$ cat src/rtl/spi_cmd_sequencer_if.sv
// SPI byte-level handshake between the SPI slave shifter and the command sequencer.
// The master side is the shifter (or a bench standing in for it).
interface spi_cmd_sequencer_if;
    logic       cs_n;
    logic       rx_valid;
    logic [7:0] rx_data;
    logic       tx_load;
    logic [7:0] tx_data;

    modport master (output cs_n, output rx_valid, output rx_data,
                    input  tx_load, input tx_data);
    modport slave  (input  cs_n, input rx_valid, input rx_data,
                    output tx_load, output tx_data);
endinterface

$ cat src/rtl/spi_cmd_sequencer.sv
// Three-byte SPI command decoder driving contactor, shutdown and soft-reset controls,
// with per-channel feedback supervision that latches a timeout error.
module spi_cmd_sequencer #(
    parameter int NUM_CONTACTORS = 4,
    parameter int FB_TIMEOUT     = 1000
) (
    input  logic                          clk,
    input  logic                          rst,
    spi_cmd_sequencer_if.slave            bus,
    input  logic [2*NUM_CONTACTORS-1:0]   feedback,
    input  logic [1:0]                    thermal_shutdown,
    output logic [NUM_CONTACTORS-1:0]     contactor_cmd,
    output logic                          shutdown_req,
    output logic                          pg_shutdown,
    output logic                          soft_reset
);
    localparam int          CW   = $clog2(FB_TIMEOUT + 1);
    localparam int          IW   = (NUM_CONTACTORS > 1) ? $clog2(NUM_CONTACTORS) : 1;
    localparam logic [CW-1:0] CMAX = CW'(FB_TIMEOUT);
    localparam logic [8:0]  NC9  = 9'(NUM_CONTACTORS);

    localparam logic [1:0] S_IDLE = 2'd0;
    localparam logic [1:0] S_IDX  = 2'd1;
    localparam logic [1:0] S_DATA = 2'd2;
    localparam logic [1:0] S_DONE = 2'd3;

    logic [1:0]                state;
    logic                      armed;
    logic [7:0]                cmd;
    logic [IW-1:0]             ix_q;
    logic                      idx_ok_q;
    logic [NUM_CONTACTORS-1:0] cmd_store;
    logic                      fb_err;
    logic                      inv_req;
    logic [CW-1:0]             cnt [NUM_CONTACTORS];

    logic                      rx_byte, cmd_byte, idx_byte, data_byte;
    logic                      cmd_known, idx_ok, idx_checked;
    logic [IW-1:0]             rx_ix;
    logic [7:0]                rd_val;
    logic [NUM_CONTACTORS-1:0] match;
    logic                      to_set, inv_set, clear_err;

    // Any latched fault or shutdown request overrides the stored contactor settings.
    assign contactor_cmd = (fb_err || shutdown_req || pg_shutdown) ? '0 : cmd_store;

    always_comb begin
        rx_byte     = bus.rx_valid && !bus.cs_n;
        cmd_byte    = rx_byte && (state == S_IDLE) && armed;
        idx_byte    = rx_byte && (state == S_IDX);
        data_byte   = rx_byte && (state == S_DATA);
        cmd_known   = (bus.rx_data[6:0] >= 7'd1) && (bus.rx_data[6:0] <= 7'd4);
        idx_ok      = {1'b0, bus.rx_data} < NC9;
        rx_ix       = bus.rx_data[IW-1:0];
        idx_checked = (cmd == 8'h01) || (cmd == 8'h02) || (cmd == 8'h81);
        inv_set     = (cmd_byte && !cmd_known) || (idx_byte && idx_checked && !idx_ok);
        clear_err   = data_byte && (cmd == 8'h82) && bus.rx_data[1];
    end

    always_comb begin
        rd_val = 8'h00;
        case (cmd)
            8'h01: if (idx_ok) rd_val = {7'b0, contactor_cmd[rx_ix]};
            8'h02: if (idx_ok) rd_val = {6'b0, feedback[{rx_ix, 1'b0} +: 2]};
            8'h03: rd_val = {fb_err, inv_req, thermal_shutdown, 4'b0};
            8'h04: rd_val = {6'b0, pg_shutdown, shutdown_req};
            default: rd_val = 8'h00;
        endcase
    end

    always_comb begin
        match  = '0;
        to_set = 1'b0;
        for (int i = 0; i < NUM_CONTACTORS; i++) begin
            match[i] = (feedback[2*i +: 2] == {2{contactor_cmd[i]}});
            if (cnt[i] == CMAX) to_set = 1'b1;
        end
    end

    // armed stays low after reset until cs_n is seen high, so a frame cut by reset
    // cannot resume with its trailing bytes.
    always_ff @(posedge clk or posedge rst) begin
        if (rst) begin
            state    <= S_IDLE;
            armed    <= 1'b0;
            cmd      <= 8'h00;
            ix_q     <= '0;
            idx_ok_q <= 1'b0;
        end else if (bus.cs_n) begin
            state <= S_IDLE;
            armed <= 1'b1;
        end else begin
            case (state)
                S_IDLE: if (cmd_byte) begin
                    cmd   <= bus.rx_data;
                    state <= cmd_known ? S_IDX : S_DONE;
                end
                S_IDX: if (bus.rx_valid) begin
                    ix_q     <= rx_ix;
                    idx_ok_q <= idx_ok;
                    state    <= S_DATA;
                end
                S_DATA: if (bus.rx_valid) state <= S_DONE;
                default: ;
            endcase
        end
    end

    always_ff @(posedge clk or posedge rst) begin
        if (rst) begin
            bus.tx_load  <= 1'b0;
            bus.tx_data  <= 8'h00;
            soft_reset   <= 1'b0;
            cmd_store    <= '0;
            shutdown_req <= 1'b0;
            pg_shutdown  <= 1'b0;
        end else begin
            bus.tx_load <= 1'b0;
            soft_reset  <= 1'b0;
            if (idx_byte && !cmd[7]) begin
                bus.tx_load <= 1'b1;
                bus.tx_data <= rd_val;
            end
            if (data_byte) begin
                case (cmd)
                    8'h81: if (idx_ok_q) cmd_store[ix_q] <= bus.rx_data[0];
                    8'h82: soft_reset   <= bus.rx_data[0];
                    8'h83: shutdown_req <= bus.rx_data[0];
                    8'h84: pg_shutdown  <= bus.rx_data[0];
                    default: ;
                endcase
            end
        end
    end

    // Raising an error wins over a clear arriving in the same cycle.
    always_ff @(posedge clk or posedge rst) begin
        if (rst) begin
            fb_err  <= 1'b0;
            inv_req <= 1'b0;
            for (int i = 0; i < NUM_CONTACTORS; i++) cnt[i] <= '0;
        end else begin
            if (to_set)         fb_err <= 1'b1;
            else if (clear_err) fb_err <= 1'b0;
            if (inv_set)        inv_req <= 1'b1;
            else if (clear_err) inv_req <= 1'b0;
            for (int i = 0; i < NUM_CONTACTORS; i++) begin
                if (match[i])          cnt[i] <= '0;
                else if (cnt[i] != CMAX) cnt[i] <= cnt[i] + 1'b1;
            end
        end
    end
endmodule

$ cat src/flat_wrapper.sv
// flat-port wrapper written by rule: the top's interface ports become plain ports
module spi_cmd_sequencer_flat 
#(
    parameter int NUM_CONTACTORS = 4,
    parameter int FB_TIMEOUT     = 1000
)
  (clk, rst, feedback, thermal_shutdown, contactor_cmd, shutdown_req, pg_shutdown, soft_reset, bus_cs_n, bus_rx_valid, bus_rx_data, bus_tx_load, bus_tx_data);
  spi_cmd_sequencer_if bus_i ();
  input  logic clk;
  input  logic rst;
  input  logic [2*NUM_CONTACTORS-1:0] feedback;
  input  logic [1:0] thermal_shutdown;
  output logic [NUM_CONTACTORS-1:0] contactor_cmd;
  output logic shutdown_req;
  output logic pg_shutdown;
  output logic soft_reset;
  input wire logic [$bits(bus_i.cs_n)-1:0] bus_cs_n;
  input wire logic [$bits(bus_i.rx_valid)-1:0] bus_rx_valid;
  input wire logic [$bits(bus_i.rx_data)-1:0] bus_rx_data;
  output wire logic [$bits(bus_i.tx_load)-1:0] bus_tx_load;
  output wire logic [$bits(bus_i.tx_data)-1:0] bus_tx_data;
  assign bus_i.cs_n = bus_cs_n;
  assign bus_i.rx_valid = bus_rx_valid;
  assign bus_i.rx_data = bus_rx_data;
  assign bus_tx_load = bus_i.tx_load;
  assign bus_tx_data = bus_i.tx_data;
  spi_cmd_sequencer #(.NUM_CONTACTORS(NUM_CONTACTORS), .FB_TIMEOUT(FB_TIMEOUT)) u_core (.clk(clk), .rst(rst), .bus(bus_i), .feedback(feedback), .thermal_shutdown(thermal_shutdown), .contactor_cmd(contactor_cmd), .shutdown_req(shutdown_req), .pg_shutdown(pg_shutdown), .soft_reset(soft_reset));
endmodule
$ cat config.mk
export PLATFORM = sky130hd
export DESIGN_NAME = spi_cmd_sequencer_flat
export DESIGN_NICKNAME = d
export VERILOG_FILES = /design/src/rtl/spi_cmd_sequencer_if.sv /design/src/rtl/spi_cmd_sequencer.sv /design/src/flat_wrapper.sv
export SDC_FILE = /design/constraint.sdc
export NUM_CORES = 1
export LEC_CHECK = 0
export ABC_AREA = 1
export BUFFER_PORTS_ARGS = -buffer_cell sky130_fd_sc_hd__buf_2
export CAP_MARGIN = 20
export CORE_ASPECT_RATIO = 0.8
export CORE_MARGIN = 1
export CORE_UTILIZATION = 35
export CTS_CLUSTER_SIZE = 25
export DETAILED_ROUTE_END_ITERATION = 16
export HOLD_SLACK_MARGIN = 0.1
export PLACE_DENSITY = 0.49
export SETUP_SLACK_MARGIN = 0.3
export SLEW_MARGIN = 10
export SYNTH_ARGS = -nofsm -noshare
export SYNTH_HDL_FRONTEND = slang
export SYNTH_SLANG_ARGS = --single-unit
$ cat constraint.sdc
create_clock -name clk -period 2.3 [get_ports clk]
set_input_delay 0 -clock clk [delete_from_list [all_inputs] [get_ports clk]]
set_output_delay 0 -clock clk [all_outputs]
set_load 0.03 [all_outputs]
==> run summary, run 1 <==
Sw Pwr -> 1.272 mW
Cell variety after synth -> 42
Drt total wl -> 8082 µm
Internal -> 2.869 mW
Switching Fraction -> 30.72%
Gr usage total -> 15.99%
Clock transition at the registers of the reported paths -> 60 ps
Fmax achieved -> 0.6705 GHz
Post-Syn Instances -> 472
CTS hold repair buffers -> 13
Required @ worst endpoint -> 2560 ps
Top cells by area, synth -> dfrtp_1, nand2_1, inv_1, o21ai_0, nand3_1
Avg Inst Size Synth -> 8.072 µm²
Post-Route Utilization -> 44.59%
Largest net degree at the start of global routing -> 65
# resized after CTS -> 0
Vias in the first global route -> 2998
Starting Density -> 36.62%
Pre-antenna DRT Iters -> 4
Via Count -> 3115
Row count -> 33
Status -> finished clean
H-Tree Depth -> 3
Met3 WL -> 226 µm
Grt ovf -> 0
Drt drc -> 0
Die W -> 118.7 µm
Max Cap Viol -> 0
First-pass GRT wire length -> 14010 µm
Die ar. -> 11310 µm²
Finished Cell Area -> 4639 µm²
Nets -> 561
Total power -> 4.141 mW
Most used DFF post-synth -> dfrtp_1
Mapped Area -> 3810 µm²
Total I/O pin count -> 38
Fin. Hold Viols -> 0
Met1 WL -> 4074 µm
Max VDD drop -> 379.4 µV
Final Max Tran Viols -> 0
Async SR Flop Fraction -> 100.0%
Synth area leader -> dfrtp_1
Pwr dens -> 892.5 nW/µm²
Share of the synthesized area in the top cell type -> 45.98%
Setup WS pre-CTS -> 808.9 ps
# clock sinks -> 70
Post-CTS Setup Inserts -> 0
Placed cell count -> 644
Headroom to the max-slew limit -> 55.90%
Met2 wire length -> 3646 µm
Setup_tns -> 0 ps
Final Cycle Share -> 64.84%
# port buffers -> 35
CP arrival -> 1750 ps
CP Max Fanout -> 16
Worst hold margin -> 104.9 ps
Dpl cell area -> 4153 µm²
Flops & latches, synth -> 70
Layout cell share with drive strength beyond 1 -> 17.07%
Critical path class -> register to register
Clock power share -> 39.8%
Ys Warns -> 0
Cts bufs inserted -> 9
Leak pwr -> 2.277 nW
Fin Clk Skew -> 9.617 ps
Fillers -> 1064
PnR worst setup slack -> 808.6 ps
Longest Clk Path Bufs -> 2
Antenna-violating nets left -> 0
Post-synth EDFFs -> 0
Die Ht -> 95.32 µm
Worst Tran Pin Value -> 656.5 ps
GPL Wtd Cong -> 0.7946
CP Launch Type -> register
Logic pwr share -> 20.6%
Register area share after synthesis -> 45.98%
CTS tree -> yes
RSZ-0062 raised after global routing -> false
Drt initial violations -> 158
Final Critical Period -> 1491 ps
Initial antenna violation count -> 0
Setup crit end kind -> register
Via-to-Cell Ratio -> 4.629
Worst-skew pair later-pin latency -> 340 ps
Detailed placer's ending HPWL -> 6028 µm
Root Buffer -> clkbuf_16
Worst min path class -> input pin to async pin
Core Area -> 10410 µm²
Wire length per cell -> 12.01 µm
Uppermost routed layer -> met4
Layout Cells excl Fill -> 673
Setup violators final -> 0
Area Growth Syn to Fin -> 21.77%
Inserted Diodes -> 0
Seq pwr share -> 39.7%
## critical path: stages (launching register included)
cell	delay, ps
dfrtp_1	380
inv_1	110
ha_1	250
nand3_4	180
o21ai_2	90
o21ai_1	70
or2_1	220
o22ai_1	110
## synthesized netlist by cell type, types with 2 or more instances
| master | count |
|---|---|
| inv_1 | 75 |
| nor3b_2 | 2 |
| nor4_4 | 2 |
| nor2_2 | 6 |
| nor2_4 | 6 |
| ha_1 | 11 |
| clkinv_1 | 2 |
| o211ai_1 | 3 |
| o21ai_1 | 9 |
| o21ai_0 | 40 |
| nand2_1 | 89 |
| a21oi_1 | 24 |
| o22ai_1 | 3 |
| inv_2 | 7 |
| xor2_1 | 3 |
| nor2_1 | 31 |
| nand3b_1 | 2 |
| buf_4 | 3 |
| dfrtp_1 | 70 |
| nand3_2 | 2 |
| nor3_1 | 13 |
| nand2_2 | 6 |
| nand4_1 | 10 |
| nand3_1 | 35 |
## kinds of logic after synthesis
family,after synthesis,share of synthesized area [%]
xor gates and xnor gates,4,0.9197
other,1,0.09843
adders and majority gates,11,3.612
AOI/OAI and AO/OA,83,11.46
buffers and inverters,89,9.097
and+or+nand+nor,214,28.83
DFF,70,45.98
## cell usage in the layout, fill, tap and decap left out, drive strengths merged, types with 4 or more instances in the layout
master / instances
nand3: 38
dfrtp: 70
nand4: 10
o21ai: 50
nor3: 15
a21oi: 24
inv: 83
nand2: 96
ha: 11
dlygate4sd3: 13
buf: 36
nor2: 43
nor4: 4
clkbuf: 11
## power groups by stage
stage                     Sequential, mW  Clock (mW)  Combinational (mW)
after floorplan                     1.63           0               0.657
after global placement              1.66           0               0.833
after detailed placement            1.66           0               0.842
after CTS                           1.64        1.70               0.863
after global routing                1.68        1.75               0.985
final                               1.64        1.65               0.852
## routing by layer
layer	vias to the layer above	track usage [%]
met1	1436	20.91
li1	1638	-
met2	31	25.00
met5	-	0
met3	10	4.187
met4	0	7.278
## registers in the layout (all words and copies together), names as in the netlist
register	count
u_core.shutdown_req	1
u_core.pg_shutdown	1
u_core.armed	1
u_core.cmd	8
u_core.soft_reset	1
u_core.state	2
u_core.idx_ok_q	1
u_core.bus.tx_load	1
u_core.inv_req	1
u_core.ix_q	2
u_core.fb_err	1
u_core.bus.tx_data	6
u_core.cnt	40
u_core.cmd_store	4
## worst paths after layout
kind | startpoint | endpoint | slack [ps] | cells past startpoint
setup / recovery | u_core.state[0] | u_core.state[0] | 810 | 7
setup reg to reg | u_core.state[0] | u_core.state[0] | 810 | 7
hold reg to reg | u_core.bus.tx_data[1] | u_core.bus.tx_data[1] | 480 | 2
max in group asynchronous | rst | u_core.cnt[1] | 1620 | 4
hold / removal | rst | u_core.cnt[23] | 100 | 3
min in group clk | feedback[2] | u_core.cnt[23] | 150 | 6
## layout make-up
class / count / area [µm²] / share of cell area (%)
clock inverters: 5 / 103.9 / 2.238
repair buffers: 49 / 325.3 / 7.012
inverters: 84 / 315.3 / 6.796
clock buffers: 11 / 252.7 / 5.448
multi-input cells: 314 / 1715 / 36.97
flip-flops and latches: 70 / 1752 / 37.76
well taps: 140 / 175.2 / 3.776
(Power assumes the default switching activity.)
==> run 2, diff against run 1 <==
--- a/config.mk
+++ b/config.mk
@@ -5,7 +5,7 @@
 export SDC_FILE = /design/constraint.sdc
 export NUM_CORES = 1
 export LEC_CHECK = 0
-export ABC_AREA = 1
+export ABC_AREA = 0
 export BUFFER_PORTS_ARGS = -buffer_cell sky130_fd_sc_hd__buf_2
 export CAP_MARGIN = 20
 export CORE_ASPECT_RATIO = 0.8
==> constraint.sdc (replaced) <==
create_clock -name clk -period 1.5 [get_ports clk]
set_input_delay 0 -clock clk [delete_from_list [all_inputs] [get_ports clk]]
set_output_delay 0 -clock clk [all_outputs]
set_load 0.03 [all_outputs]
==> run 2 against run 1 <==
The run now ends with negative setup slack left. Critical endpoint is now u_core.inv_req. Core utilization increased by 14 points. Maximum frequency decreased by 9.7%. Wire length increased by 18%. Global-route usage increased by 2.4 points. Highest routed layer unchanged. Sequential power increased by 53%. Largest cell class is now multi-input combinational cells. Synthesized cell count decreased by 26%.
==> run summary, run 2 <==
Register area share after synthesis -> 48.44%
Die W -> 115.6 µm
Required @ worst endpoint -> 1760 ps
Worst hold margin -> 110.8 ps
Ys Warns -> 0
Setup crit end kind -> register
Internal -> 4.951 mW
Top cells by area, synth -> dfrtp_1, nor2_1, xnor2_1, mux2_2, ha_1
Root Buffer -> clkbuf_16
# port buffers -> 35
Critical path class -> register to register
Switching Fraction -> 32.30%
Drt drc -> 0
CP max-delay cell -> or4b_4
Worst min path class -> input pin to register
Logic pwr share -> 36.8%
Die ar. -> 10740 µm²
Seq pwr share -> 34.3%
Failing checks -> negative setup slack
Avg Inst Size Synth -> 10.39 µm²
CP arrival -> 1910 ps
PnR worst setup slack -> -152.4 ps
Largest net degree at the start of global routing -> 27
R2R Path End -> u_core.inv_req
CP startpoint -> u_core.cmd[1]
Fmax achieved -> 0.6052 GHz
Pre-antenna DRT Iters -> 4
CP delay by family, top -> simple AND/OR/NAND/NOR gates
Worst Tran Pin Value -> 566.3 ps
Hold Path Sink -> u_core.fb_err
Finished Cell Area -> 5738 µm²
Fin. Hold Viols -> 0
Nets -> 520
Via Count -> 3035
CTS tree -> yes
Starting Density -> 36.71%
CP Max Fanout -> 5
Cell variety after synth -> 54
Mapped Area -> 3616 µm²
Worst-skew pair later-pin latency -> 330 ps
Row count -> 32
Total I/O pin count -> 38
RSZ-0062 raised after global routing -> true
Leading registers by flop count -> u_core.cnt (40), u_core.cmd (8), u_core.bus.tx_data (6)
Setup WS pre-CTS -> -349.6 ps
FF-to-FF path depth -> 4
Fin Clk Skew -> 6.242 ps
Flop-to-flop setup slack -> -150 ps
CP Cell Sequence -> or4b_4, buf_6, a2111o_1, nand3_1
Synth area leader -> dfrtp_1
Status -> finished, violations left
Clock power share -> 29.0%
Hold Crit Start -> bus_rx_data[1]
Via-to-Cell Ratio -> 4.833
Detailed placer's ending HPWL -> 5959 µm
CP Launch Type -> register
Buf+Inv Stages, Crit Path -> 1
Cts bufs inserted -> 9
First-pass GRT wire length -> 15000 µm
Pwr dens -> 1274 nW/µm²
Inserted Diodes -> 0
Final Max Tran Viols -> 0
Largest Register -> u_core.cnt
Flops & latches, synth -> 70
Commonest cells after routing, fill and taps aside -> dfrtp_1, buf_4, nor2_1, buf_2, buf_6
Layout cell share with drive strength beyond 1 -> 49.19%
Share of the synthesized area in the top cell type -> 48.44%
CP max stage delay -> 630 ps
Gr usage total -> 18.40%
WHS Path Cells -> 4
Initial antenna violation count -> 0
Final Cycle Share -> 110.2%
Max Cap Viol -> 0
Grt ovf -> 0
Headroom to the max-slew limit -> 62.17%
Setup violators final -> 19
Wire length per cell -> 15.15 µm
Most used DFF post-synth -> dfrtp_1
Area Growth Syn to Fin -> 58.69%
Core Area -> 9849 µm²
Post-Syn Instances -> 348
Post-synth EDFFs -> 0
Antenna-violating nets left -> 0
GPL Wtd Cong -> 0.7748
# clock sinks -> 70
Largest register FFs -> 40
Layout Cells excl Fill -> 628
Vias in the first global route -> 3030
Placed cell count -> 566
Die Ht -> 92.91 µm
Dpl cell area -> 4481 µm²
Top cells by count, synth -> dfrtp_1, nor2_1, xnor2_1
Sw Pwr -> 2.362 mW
FF-to-FF Start -> u_core.cmd[1]
Final Critical Period -> 1652 ps
Most common cell after layout, fill and taps aside -> dfrtp_1
Most numerous cell in the Yosys netlist -> dfrtp_1
Clock transition at the registers of the reported paths -> 60 ps
Post-Route Utilization -> 58.26%
Drt total wl -> 9512 µm
Max VDD drop -> 696.3 µV
Drt initial violations -> 127
H-Tree Depth -> 3
Longest Clk Path Bufs -> 2
Async SR Flop Fraction -> 100.0%
Leak pwr -> 2.525 nW
==> run 2: cell types whose count changed in the layout (fill, tap and decap cells not counted), moves of 9 or more <==
cell,before,now
inv_1,74,7
buf_4,0,55
buf_6,0,30
nor2_1,31,45
nand2_1,89,15
mux2_4,0,14
xnor2_1,1,17
nand3_1,35,12
o21ai_0,40,2
ha_1,11,2
a21oi_1,24,2
==> run 2: power by group through the flow <==
| stage | sequential (mW) | combinational, mW | clock (mW) |
|---|---|---|---|
| floorplan | 2.62 | 0.925 | 0 |
| global placement | 2.47 | 1.87 | 0 |
| detailed placement | 2.48 | 1.89 | 0 |
| CTS | 2.49 | 2.34 | 2.19 |
| global route | 2.56 | 2.93 | 2.25 |
| finish | 2.51 | 2.69 | 2.12 |
==> run 2: worst max path at each step <==
stage          slack, ps  cells past startpoint                  end
6_report            -150                      4       u_core.inv_req
5_1_grt             -200                      4       u_core.inv_req
3_3_place_gp        -270                      3  u_core.cmd_store[2]
4_1_cts             -150                      3  u_core.cmd_store[3]
2_1_floorplan       -260                      4  u_core.cmd_store[0]
3_5_place_dp        -350                      3  u_core.cmd_store[3]
==> run 2: area by class of cell <==
type,count,area [µm²]
Clock buffer,9,225.2
Clock inverter,7,72.57
Fill cell,857,4111
Inverter,15,60.06
Multi-Input combinational cell,259,2350
Sequential cell,70,1754
Tap cell,136,170.2
Timing Repair Buffer,132,1106
==> run 2: cells by family after synthesis <==
logic type      after synthesis  share of synthesized area [%]
compound gates               25                          4.914
buf+inv                      22                          2.525
flops                        70                          48.44
mux                          24                          8.270
other cells                   1                         0.1037
simple gates                163                          24.19
xor+xnor                     32                          7.751
fa+ha+maj                    11                          3.806
==> run 2: repair_timing <==
item | in CTS | in global routing
buffers inserted | 13 | 17
pin swaps | 28 | 39
hold endpoints to repair | 33 | 0
hold buffers | 12 | 0
setup endpoints to repair | 73 | 73
gates cloned | 4 | 0
gates resized for setup | 77 | 46
==> run 2: worst register-to-register path: cells and delay by family (launching register included) <==
| family | cells | cell delay (ps) |
|---|---|---|
| and+or+nand+nor | 2 | 700 |
| AOI/OAI and AO/OA | 1 | 360 |
| DFF | 1 | 370 |
| buffers and inverters | 1 | 160 |
==> run 2: routing by layer <==
metal | track usage [%] | routed length [µm] | up-vias
met2 | 29.19 | 4585 | 44
li1 | - | - | 1504
met1 | 24.77 | 4515 | 1478
met5 | 0 | 0 | -
met3 | 4.450 | 265 | 9
met4 | 5.556 | 146 | 0
==> run 2: metrics by stage <==
stage               power (mW)  TNS, ps
floorplan                3.540    -1157
global route             7.736    -3328
detailed placement       4.371    -1698
finish                   7.313    -1636
global placement         4.339    -1498
CTS                      7.022   -952.0
==> run 3, diff against run 2 <==
--- a/config.mk
+++ b/config.mk
@@ -9,7 +9,7 @@
 export BUFFER_PORTS_ARGS = -buffer_cell sky130_fd_sc_hd__buf_2
 export CAP_MARGIN = 20
 export CORE_ASPECT_RATIO = 0.8
-export CORE_MARGIN = 1
+export CORE_MARGIN = 8
 export CORE_UTILIZATION = 35
 export CTS_CLUSTER_SIZE = 25
 export DETAILED_ROUTE_END_ITERATION = 16
==> run 3 against run 2 <==
Critical path depth stayed put. Non-clock buffer count decreased by 6. Global-route usage shrank 3.9 points. Register-to-register slack hardly changed. The run still ends with negative setup slack left.
==> run summary, run 3 (synthesis results as in run 2) <==
Critical path class -> register to register
Drt total wl -> 9333 µm
Logic pwr share -> 35.1%
Internal -> 4.858 mW
Max Cap Viol -> 0
Required @ worst endpoint -> 1770 ps
Largest net degree at the start of global routing -> 25
Detailed placer's ending HPWL -> 6202 µm
Die ar. -> 13860 µm²
Starting Density -> 35.60%
Nets -> 515
Multi-input combinational cell area -> 2336 µm²
Leak pwr -> 2.503 nW
Drt drc -> 0
Setup crit end kind -> register
Vias in the first global route -> 3091
Via Count -> 2958
PnR worst setup slack -> -145.1 ps
Most common cell after layout, fill and taps aside -> dfrtp_1
Core Area -> 10160 µm²
Root Buffer -> clkbuf_16
Fmax achieved -> 0.6079 GHz
Switching Fraction -> 31.88%
H-Tree Depth -> 3
Initial antenna violation count -> 0
Layout cell share with drive strength beyond 1 -> 47.43%
First-pass GRT wire length -> 15610 µm
CP Cell Sequence -> or4b_4, buf_6, a2111o_1, nand3_1
Die W -> 129.6 µm
GR Util met1 -> 18.91%
# port buffers -> 35
Buf+Inv Stages, Crit Path -> 1
Area Growth Syn to Fin -> 55.85%
Clock transition at the registers of the reported paths -> 60 ps
Fin. Hold Viols -> 0
CTS tree -> yes
CP max stage delay -> 630 ps
Antenna-violating nets left -> 0
CP Launch Type -> register
Post-Route Utilization -> 55.48%
Gr usage total -> 14.49%
Pre-antenna DRT Iters -> 4
CP arrival -> 1910 ps
Worst min path class -> input pin to register
Drt initial violations -> 111
Worst-skew pair later-pin latency -> 340 ps
Largest register FFs -> 40
CP max-delay cell -> or4b_4
FF+latch area -> 1754 µm²
Wire length per cell -> 14.89 µm
Pwr dens -> 1266 nW/µm²
Final Critical Period -> 1645 ps
Worst hold margin -> 117.7 ps
Commonest cells after routing, fill and taps aside -> dfrtp_1, buf_4, nor2_1, buf_2, buf_6
RSZ-0062 raised after global routing -> true
Fillers -> 919
Cts bufs inserted -> 9
# clock sinks -> 70
Setup violators final -> 8
Sw Pwr -> 2.274 mW
Longest Clk Path Bufs -> 2
Fin Clk Skew -> 8.273 ps
Leading registers by flop count -> u_core.cnt (40), u_core.cmd (8), u_core.bus.tx_data (6)
Total power -> 7.132 mW
CP delay by family, top -> simple AND/OR/NAND/NOR gates
Seq pwr share -> 35.2%
GPL Wtd Cong -> 0.7467
Busiest layer in global routing -> met2
Largest Register -> u_core.cnt
Met3 usage -> 3.720%
Final Max Tran Viols -> 0
Total I/O pin count -> 38
Max VDD drop -> 908.1 µV
Met2 Resource Use GR -> 22.78%
Die Ht -> 106.9 µm
Clock power share -> 29.7%
Grt ovf -> 0
Via-to-Cell Ratio -> 4.718
Final Cycle Share -> 109.7%
Failing checks -> negative setup slack
Inserted Diodes -> 0
Status -> finished, violations left
Row count -> 33
CP Max Fanout -> 5
-- run 3: cell count changes in the layout (fill, tap and decap cells not counted), moves of 2 or more --
cell / change
nand2_1: +3
ha_2: +2
buf_6: -3
ha_4: -2
inv_2: -3
inv_1: +3
buf_12: -3
nand2_2: -3
-- run 3: power by group through the flow --
stage                     logic [mW]  clock network (mW)  registers, mW
after global routing            2.73                2.27           2.55
after global placement          1.86                   0           2.47
final                           2.50                2.12           2.51
after floorplan                0.925                   0           2.62
after CTS                       2.36                2.18           2.50
after detailed placement        1.89                   0           2.48
-- run 3: final cells by class --
cell class / instances / area share (%)
Inverter: 15 / 1.066
Tap cell: 140 / 3.108
Sequential cell: 70 / 31.13
Multi-Input combinational cell: 260 / 41.45
Clock inverter: 7 / 1.288
Timing Repair Buffer: 126 / 17.96
Clock buffer: 9 / 3.996
-- run 3: timing repair --
action | CTS | global route
endpoints found under the hold margin | 85 | 3
cloned | 2 | 1
hold buffers | 9 | 3
gates resized for setup | 77 | 36
pin swaps | 33 | 24
setup endpoints to repair | 72 | 72
buffers inserted | 20 | 8
-- run 3: worst paths after layout --
path	end	startpoint	depth (start not counted)	slack [ps]
min	u_core.inv_req	bus_rx_data[3]	5	120
min reg2reg	u_core.armed	u_core.armed	1	480
min in group asynchronous	u_core.cnt[12]	rst	3	210
max reg2reg	u_core.inv_req	u_core.cmd[3]	4	-150
max in group asynchronous	u_core.cnt[25]	rst	4	710
max	u_core.inv_req	u_core.cmd[3]	4	-150
-- run 3: per-layer routing --
metal,up-vias,share of wire (%)
li1,1486,-
met1,1431,47
met2,32,48
met3,9,3.0
met4,0,1.4
met5,-,0
-- run 3: tightest hold or removal path: cells and delay by family --
kind	cells	cell delay (ps)
buffers and inverters	1	110
AND/OR/NAND/NOR	4	310
-- run 3: stage by stage --
stage / cell area, µm² / TNS, ps / setup WS, ps / std cells
2_1_floorplan: 3760 / -1157 / -263.0 / 349
3_3_place_gp: 4458 / -1506 / -288.6 / 568
3_5_place_dp: 4458 / -1677 / -310.0 / 568
4_1_cts: 5383 / -990.8 / -128.6 / 615
5_1_grt: 5635 / -1400 / -171.8 / 627
6_report: 5635 / -827.7 / -145.1 / 627
